`config.mk`:
```
export PLATFORM = sky130hd
export DESIGN_NAME = phase_sequencer
export DESIGN_NICKNAME = d
export VERILOG_FILES = /design/src/rtl/phase_sequencer.sv
export SDC_FILE = /design/constraint.sdc
export NUM_CORES = 1
export LEC_CHECK = 0
export ABC_AREA = 1
export BUFFER_PORTS_ARGS = -buffer_cell sky130_fd_sc_hd__buf_2
export CORE_UTILIZATION = 52
export CTS_CLUSTER_DIAMETER = 100
export DETAILED_ROUTE_END_ITERATION = 16
export PLACE_DENSITY_LB_ADDON = 0.25
export SLEW_MARGIN = 10
export SYNTH_ARGS = -nofsm -noshare
export SYNTH_HDL_FRONTEND = slang
export SYNTH_SLANG_ARGS = --single-unit
export TNS_END_PERCENT = 5
```
`constraint.sdc`:
```
create_clock -name clk -period 2.29 [get_ports clk]
set_input_delay 0.458 -clock clk [delete_from_list [all_inputs] [get_ports clk]]
set_output_delay 0.458 -clock clk [all_outputs]
set_load 0.05 [all_outputs]
```
`src/rtl/phase_sequencer.sv`:
```
// phase_sequencer
// -----------------------------------------------------------------------------
// Multi-cycle execution sequencer for the SIMPLE core. Produces a one-hot
// phase vector plus per-phase enable strobes so every architectural register
// runs on clk with an enable. Adds run/stop control from the exec button,
// drain to an instruction boundary, halt, memory-wait stall, and a
// retired-instruction counter.
//
// Optional feature macro: PHASE_SEQ_STEP_EN (adds the single-step input).
//
// Parameters:
//   NPHASE    - phases per instruction (3..8)
//   WAIT_MASK - bit i set: phase i may be stretched by mem_wait
//   CNT_W     - width of the retired-instruction counter
//
// Ports:
//   clk      in  system clock, rising edge
//   rst_n    in  synchronous active-low reset
//   exec     in  run/stop button level (rising edges act)
//   step     in  single-step button level (PHASE_SEQ_STEP_EN only)
//   halt_req in  decoded HLT, sampled during the last phase's enabled cycle
//   mem_wait in  memory not ready; stalls masked phases
//   phase    out one-hot current phase
//   pen      out phase enable = phase gated by (running & ~stall)
//   running  out state is RUN or DRAIN
//   halted   out state is HALT
//   instret  out retired-instruction count (wraps)
// -----------------------------------------------------------------------------
module phase_sequencer #(
    parameter int unsigned         NPHASE    = 5,
    parameter logic [NPHASE-1:0]   WAIT_MASK = NPHASE'(5'b00010),
    parameter int unsigned         CNT_W     = 16
) (
    input  logic              clk,
    input  logic              rst_n,
    input  logic              exec,
`ifdef PHASE_SEQ_STEP_EN
    input  logic              step,
`endif
    input  logic              halt_req,
    input  logic              mem_wait,
    output logic [NPHASE-1:0] phase,
    output logic [NPHASE-1:0] pen,
    output logic              running,
    output logic              halted,
    output logic [CNT_W-1:0]  instret
);

    if (NPHASE < 3 || NPHASE > 8) begin : g_bad_nphase
        $error("phase_sequencer: NPHASE must be in 3..8");
    end

    typedef enum logic [1:0] {
        S_IDLE  = 2'd0,
        S_RUN   = 2'd1,
        S_DRAIN = 2'd2,
        S_HALT  = 2'd3
    } state_t;

    localparam logic [NPHASE-1:0] PHASE0 = NPHASE'(1);

    state_t             state_q, state_d;
    logic [NPHASE-1:0]  phase_q, phase_d;
    logic [CNT_W-1:0]   instret_q, instret_d;
    logic               exec_q;
    logic               exec_rise;
    logic               run_w;
    logic               stall;
    logic               done;
    logic [NPHASE-1:0]  pen_w;

`ifdef PHASE_SEQ_STEP_EN
    logic               step_q;
    logic               step_rise;
    assign step_rise = step & ~step_q;
`endif

    assign exec_rise = exec & ~exec_q;
    assign run_w     = (state_q == S_RUN) || (state_q == S_DRAIN);
    assign stall     = run_w & mem_wait & (|(phase_q & WAIT_MASK));
    assign pen_w     = (run_w && !stall) ? phase_q : '0;
    // An instruction retires in the enabled cycle of its last phase.
    assign done      = pen_w[NPHASE-1];

    always_comb begin
        state_d   = state_q;
        phase_d   = phase_q;
        instret_d = instret_q;

        unique case (state_q)
            S_IDLE: begin
                if (exec_rise) begin
                    state_d = S_RUN;
`ifdef PHASE_SEQ_STEP_EN
                end else if (step_rise) begin
                    state_d = S_DRAIN;
`endif
                end
            end
            S_RUN: begin
                if (done && halt_req) begin
                    state_d = S_HALT;
                end else if (exec_rise) begin
                    state_d = S_DRAIN;
                end
            end
            S_DRAIN: begin
                if (done) begin
                    state_d = halt_req ? S_HALT : S_IDLE;
                end
            end
            S_HALT: begin
                if (exec_rise) begin
                    state_d = S_RUN;
`ifdef PHASE_SEQ_STEP_EN
                end else if (step_rise) begin
                    state_d = S_DRAIN;
`endif
                end
            end
            default: state_d = S_IDLE;
        endcase

        // Stopped states park on phase 0 so a restart begins a fresh fetch.
        if (state_d == S_IDLE || state_d == S_HALT) begin
            phase_d = PHASE0;
        end else if (|pen_w) begin
            phase_d = {phase_q[NPHASE-2:0], phase_q[NPHASE-1]};
        end

        if (done) begin
            instret_d = instret_q + CNT_W'(1);
        end
    end

    always_ff @(posedge clk) begin
        if (!rst_n) begin
            state_q   <= S_IDLE;
            phase_q   <= PHASE0;
            instret_q <= '0;
            // Held high in reset so a button pressed through reset is not a rise.
            exec_q    <= 1'b1;
`ifdef PHASE_SEQ_STEP_EN
            step_q    <= 1'b1;
`endif
        end else begin
            state_q   <= state_d;
            phase_q   <= phase_d;
            instret_q <= instret_d;
            exec_q    <= exec;
`ifdef PHASE_SEQ_STEP_EN
            step_q    <= step;
`endif
        end
    end

    assign phase   = phase_q;
    assign pen     = pen_w;
    assign running = run_w;
    assign halted  = (state_q == S_HALT);
    assign instret = instret_q;

endmodule

```
== Word-level counts from Yosys, hierarchy flattened ==
Cells that the tools add are included.
Storage, ports and cells
  logic and storage cells: 31
  register bits after elaboration: 24
  output and inout bits: 28
  input bits: 5
Operators by class
  equal/unequal tests: 4
  mux-type cells: 7
  reduce and logical (&&, ||, !) cells: 10
  bitwise logic cells: 5
  add/subtract/negate cells: 1
Operator list (count)
  16-bit by 1-bit adder with 16-bit output, second input constant: 1
  2-bit two-way mux: 5
  2-bit == test, second input constant: 3
  2-bit one-hot mux with 3 select lines: 1
  5-bit two-way mux: 1
  5-bit OR reduction: 1
  2-bit logical NOT: 2
  2-bit OR reduction: 2
  1-bit AND: 3
  2-bit by 1-bit == test with 1-bit output, second input constant: 1
  1-bit logical AND: 2
  1-bit logical OR: 2
  1-bit inverter: 2
  1-bit logical NOT: 1

== Logic depth before layout (Yosys ltp) ==
  depth in word-level cells: 13
  mapped depth: 12
  mapped depth without buffers: 12

== Worst setup path after synthesis ==
OpenSTA, ideal clock, no wires.
  path type: flip-flop to output port
  from: register state_q[0]
  to: output pen[0]
  path buffers: 0
  data required time: 1.832 ns
  path slack: -0.017 ns
  arrival: 1.849 ns
  stages on the path, launching flop included: 6
  cells stage by stage: dfxtp_1 inv_1 ha_1 inv_2 nand2_2 nor2_1
Between the ends
  word-level cells in the longest chain between the ends: 7
  elaborated cells between the ends (all ways): 8
  classes of those cells: eq/ne: 2; mux: 1; bitwise: 2; reduce/logical: 3
Ends and longest elaborated chain
  start, declared: line 62  | state_t state_q, state_d;
  start signal, assigned: line 147  | state_q <= state_d;
  2-bit by 1-bit == test with 1-bit output / 2-bit == test (equally long branches): line 79  | assign run_w = (state_q == S_RUN) || (state_q == S_DRAIN);
  1-bit logical OR (*): line 79
  named net running: line 44  | output logic running,
  1-bit AND (2 in series): line 80  | assign stall = run_w & mem_wait & (|(phase_q & WAIT_MASK));
  1-bit logical NOT: line 81  | assign pen_w = (run_w && !stall) ? phase_q : '0;
  1-bit logical AND (*): line 81
  5-bit two-way mux (*): line 81
  end, declared: line 43  | output logic [NPHASE-1:0] pen,
The timed path passes the listed nets; every way through them passes the cells marked *.

== Final worst setup path ==
  from: register state_q[0]
  to: output pen[1]
Between the ends
  word-level cells in the longest chain between the ends: 7
  elaborated cells between the ends (all ways): 8
  classes of those cells: eq/ne: 2; mux: 1; bitwise: 2; reduce/logical: 3
Ends and longest elaborated chain (line)
  2-bit by 1-bit == test with 1-bit output / 2-bit == test (equally long branches): 79
  1-bit logical OR (*): 79
  1-bit AND (2 in series): 80
  1-bit logical NOT: 81
  1-bit logical AND (*): 81
  5-bit two-way mux (*): 81
Every way passes the cells marked *; elsewhere a longest branch is shown, timed or not.

==> impl_metrics.toml <==
[worst_hold_path]
hold_class = "input port to flop"
hold_depth = 2
holdPathEnd = "exec_q"
hold_start = "exec"

[critical_path]
slowest_stage = "dfxtp_2"
cp.arrival_ps = 1720
crit_required_ps = 1830
startpoint_type = "flop"
timing.rr.end = "instret[7]"
crit_path_max_incr_delay_ps = 390
r2r_slack_ps = 510
crit_chain = "inv_1 -> ha_1 -> inv_2 -> nand2_2 -> nor2_1 -> buf_2"
path_delay_family = "buffers and inverters"
cp-end-kind = "output port"
worstSetupPathType = "flop to output port"
crit_cells = 6
path_max_fanout = 5
reg2regPathDepth = 10
critPathBufInv = 3
r2r_start = "state_q[0]"

[flow_run]
cap_violations = 0

[cts]
clockRootBuffer = "clkbuf_4"
clock_sinks = 24
ctsHtreeMaxLevel = 1
clkTransAtPathRegs_ps = 130
ctsHoldBuffers = 0
clockBufferDepth = 2
cts_tree = "built"
clock_latency_ps = 310
cts_made_buffers = 3

[drt]
wl_mm = 2.92
vias = 1419
dr.first_iter.drc_count = 37
dr.pass1.iters = 4
ant_nets = 0
viasPerCell = 5.28
remaining_drc_errors = 0
post_drt_wl_per_cell_um = 10.9

[power]
power_uw = 840
swShare = 0.316
powerDensity_nw_per_um2 = 515
seqPwrFrac = 0.520
comb_power_share = 0.212
power.switching_uw = 266
leakagePower_nw = 0.762
peakVddDrop_mv = 0.479
intPower_uw = 574
p_clk_frac = 0.267

[floorplanning]
ios = 33
fp.coreArea_um2 = 2500
dieWidth_um = 53.6
placementRows = 18
die_y_um = 53.6
die_area_um2 = 2880
start_util = 0.555

[timing]
fmaxAchievable_mhz = 458
worst_slew_pin_slew_ps = 362
finalSetupTns_ps = 0
slew_headroom = 0.757
fin_skew_ps = 2.91
maxSlewViolCount = 0
min_period_ps = 2180
finalCritPeriodShare = 0.953
finalHoldViolCount = 0
setup_viol = 0

[yosys]
yosys-top-cells-area = "dfxtp_1 (35%), nand2_1 (15%), a21oi_1 (9.0%)"
synth-seq-cells = 24
synth-seq-area-share = 0.347
syn-num-nets = 213
yosys.area.top_type = "dfxtp_1"
syn-instance-count = 204
synth_async_sr_flop_share = 0
syn_area_um2 = 1390
avgSynthCellArea_um2 = 6.80
synth_top_area_share = 0.347
synthFlopType = "dfxtp_1"
synth_edf_count = 0
ys_types = 26
ys_warn_count = 0

[global_routing]
grt_use_total = 0.220
antenna_found_initial = 0
grt_pass1_wl_mm = 4.59
grt_max_degree = 14
grt_pass1_vias = 1216
grt_overflow = 0

[placement]
io_buffers = 32
finalWeightedCongestion = 0.876
dpl.hpwl_mm = 2.28

[layout]
nNetsFinal = 249
layout-drive-gt1-share = 0.276
n_antenna_cell = 0
layout_commonest_cell = "nand2_1"
num-fill-cells = 244
final_cell_mix = "nand2_1 (54), buf_2 (30), a21oi_1 (25), inv_1 (23), dfxtp_1 (23)"
multi_input_area_um2 = 786
regArea_um2 = 482
synthToLayoutAreaGrowth_pct = 17.6

[run_status]
outcome = "finished clean"
power groups by stage:
stage          Sequential (mW)  Clock (mW)  Combinational [mW]
2_1_floorplan            0.455           0               0.135
4_1_cts                  0.436       0.228               0.180
6_report                 0.437       0.224               0.178
3_3_place_gp             0.445           0               0.178
3_5_place_dp             0.445           0               0.179
5_1_grt                  0.438       0.244               0.199
metal layers:
metal  track usage  up-vias  part of all wire
met5             0        -                 0
met3        0.0254        2             0.041
met1         0.237      651              0.44
met2         0.438       36              0.51
met4        0.0658        0            0.0031
li1              -      730                 -
worst max-delay path by stage:
stage,start,end,slack [ps]
after detailed placement,state_q[0],pen[3],370
final,state_q[0],pen[1],110
after CTS,state_q[0],pen[3],5
after global placement,state_q[0],pen[3],410
after floorplan,state_q[0],pen[0],-20
after global routing,state_q[0],pen[0],-0.7
metrics by stage:
step           cells  hold slack, ps  setup slack (ps)  cell area (um2)  utilization
5_1_grt          269             355            -0.702             1630        0.652
3_3_place_gp     265             485               407             1580        0.634
4_1_cts          269             356              5.29             1620        0.648
6_report         269             353               107             1630        0.652
3_5_place_dp     265             485               366             1580        0.634
2_1_floorplan    204             565             -16.7             1390            -
registers in the layout, indices dropped and copies added, names as in the netlist:
register  flops
phase         5
exec_q        1
instret      16
state_q       2
cell usage after synthesis (2+ instances only):
master	n
nor3_2	3
inv_1	23
buf_2	3
o21ai_0	3
nor3_1	3
ha_1	4
xor2_1	2
nand4_1	5
nand2_1	54
nand3_1	13
nor2_1	14
inv_2	4
a21oi_1	25
nand2_2	7
o21ai_1	2
dfxtp_1	24
nand3_2	2
nor2_2	5
worst reg2reg max path, delay by kind of cell, from the launching register on:
| family | cells | cell delay (ps) |
|---|---|---|
| flip-flops | 1 | 390 |
| adder cells (fa/ha/maj) | 1 | 330 |
| AO/OA/AOI/OAI | 2 | 170 |
| AND/OR/NAND/NOR | 4 | 560 |
| buffers and inverters | 3 | 240 |
repair_timing:
item                                    4_1_cts  5_1_grt
buffers inserted                              0        0
endpoints found under the setup margin        0        5
resized for setup                             0        6
cell type report:
type,instances,share of cell area
inverters,28,0.0645
repair buffers,34,0.113
flip-flops and latches,24,0.295
multi-input cells,149,0.482
well taps,30,0.0230
clock buffers,4,0.0223
cell families (layout without fill, tap and decap cells):
family,count (synthesis),in the layout,share of synthesized area
XOR/XNOR,2,2,0.0126
buffers and inverters,31,66,0.0866
flip-flops,24,24,0.347
AND/OR/NAND/NOR,112,112,0.403
AO/OA/AOI/OAI,31,31,0.115
adder cells (fa/ha/maj),4,4,0.0361
Power figures use the tool's default switching activity.
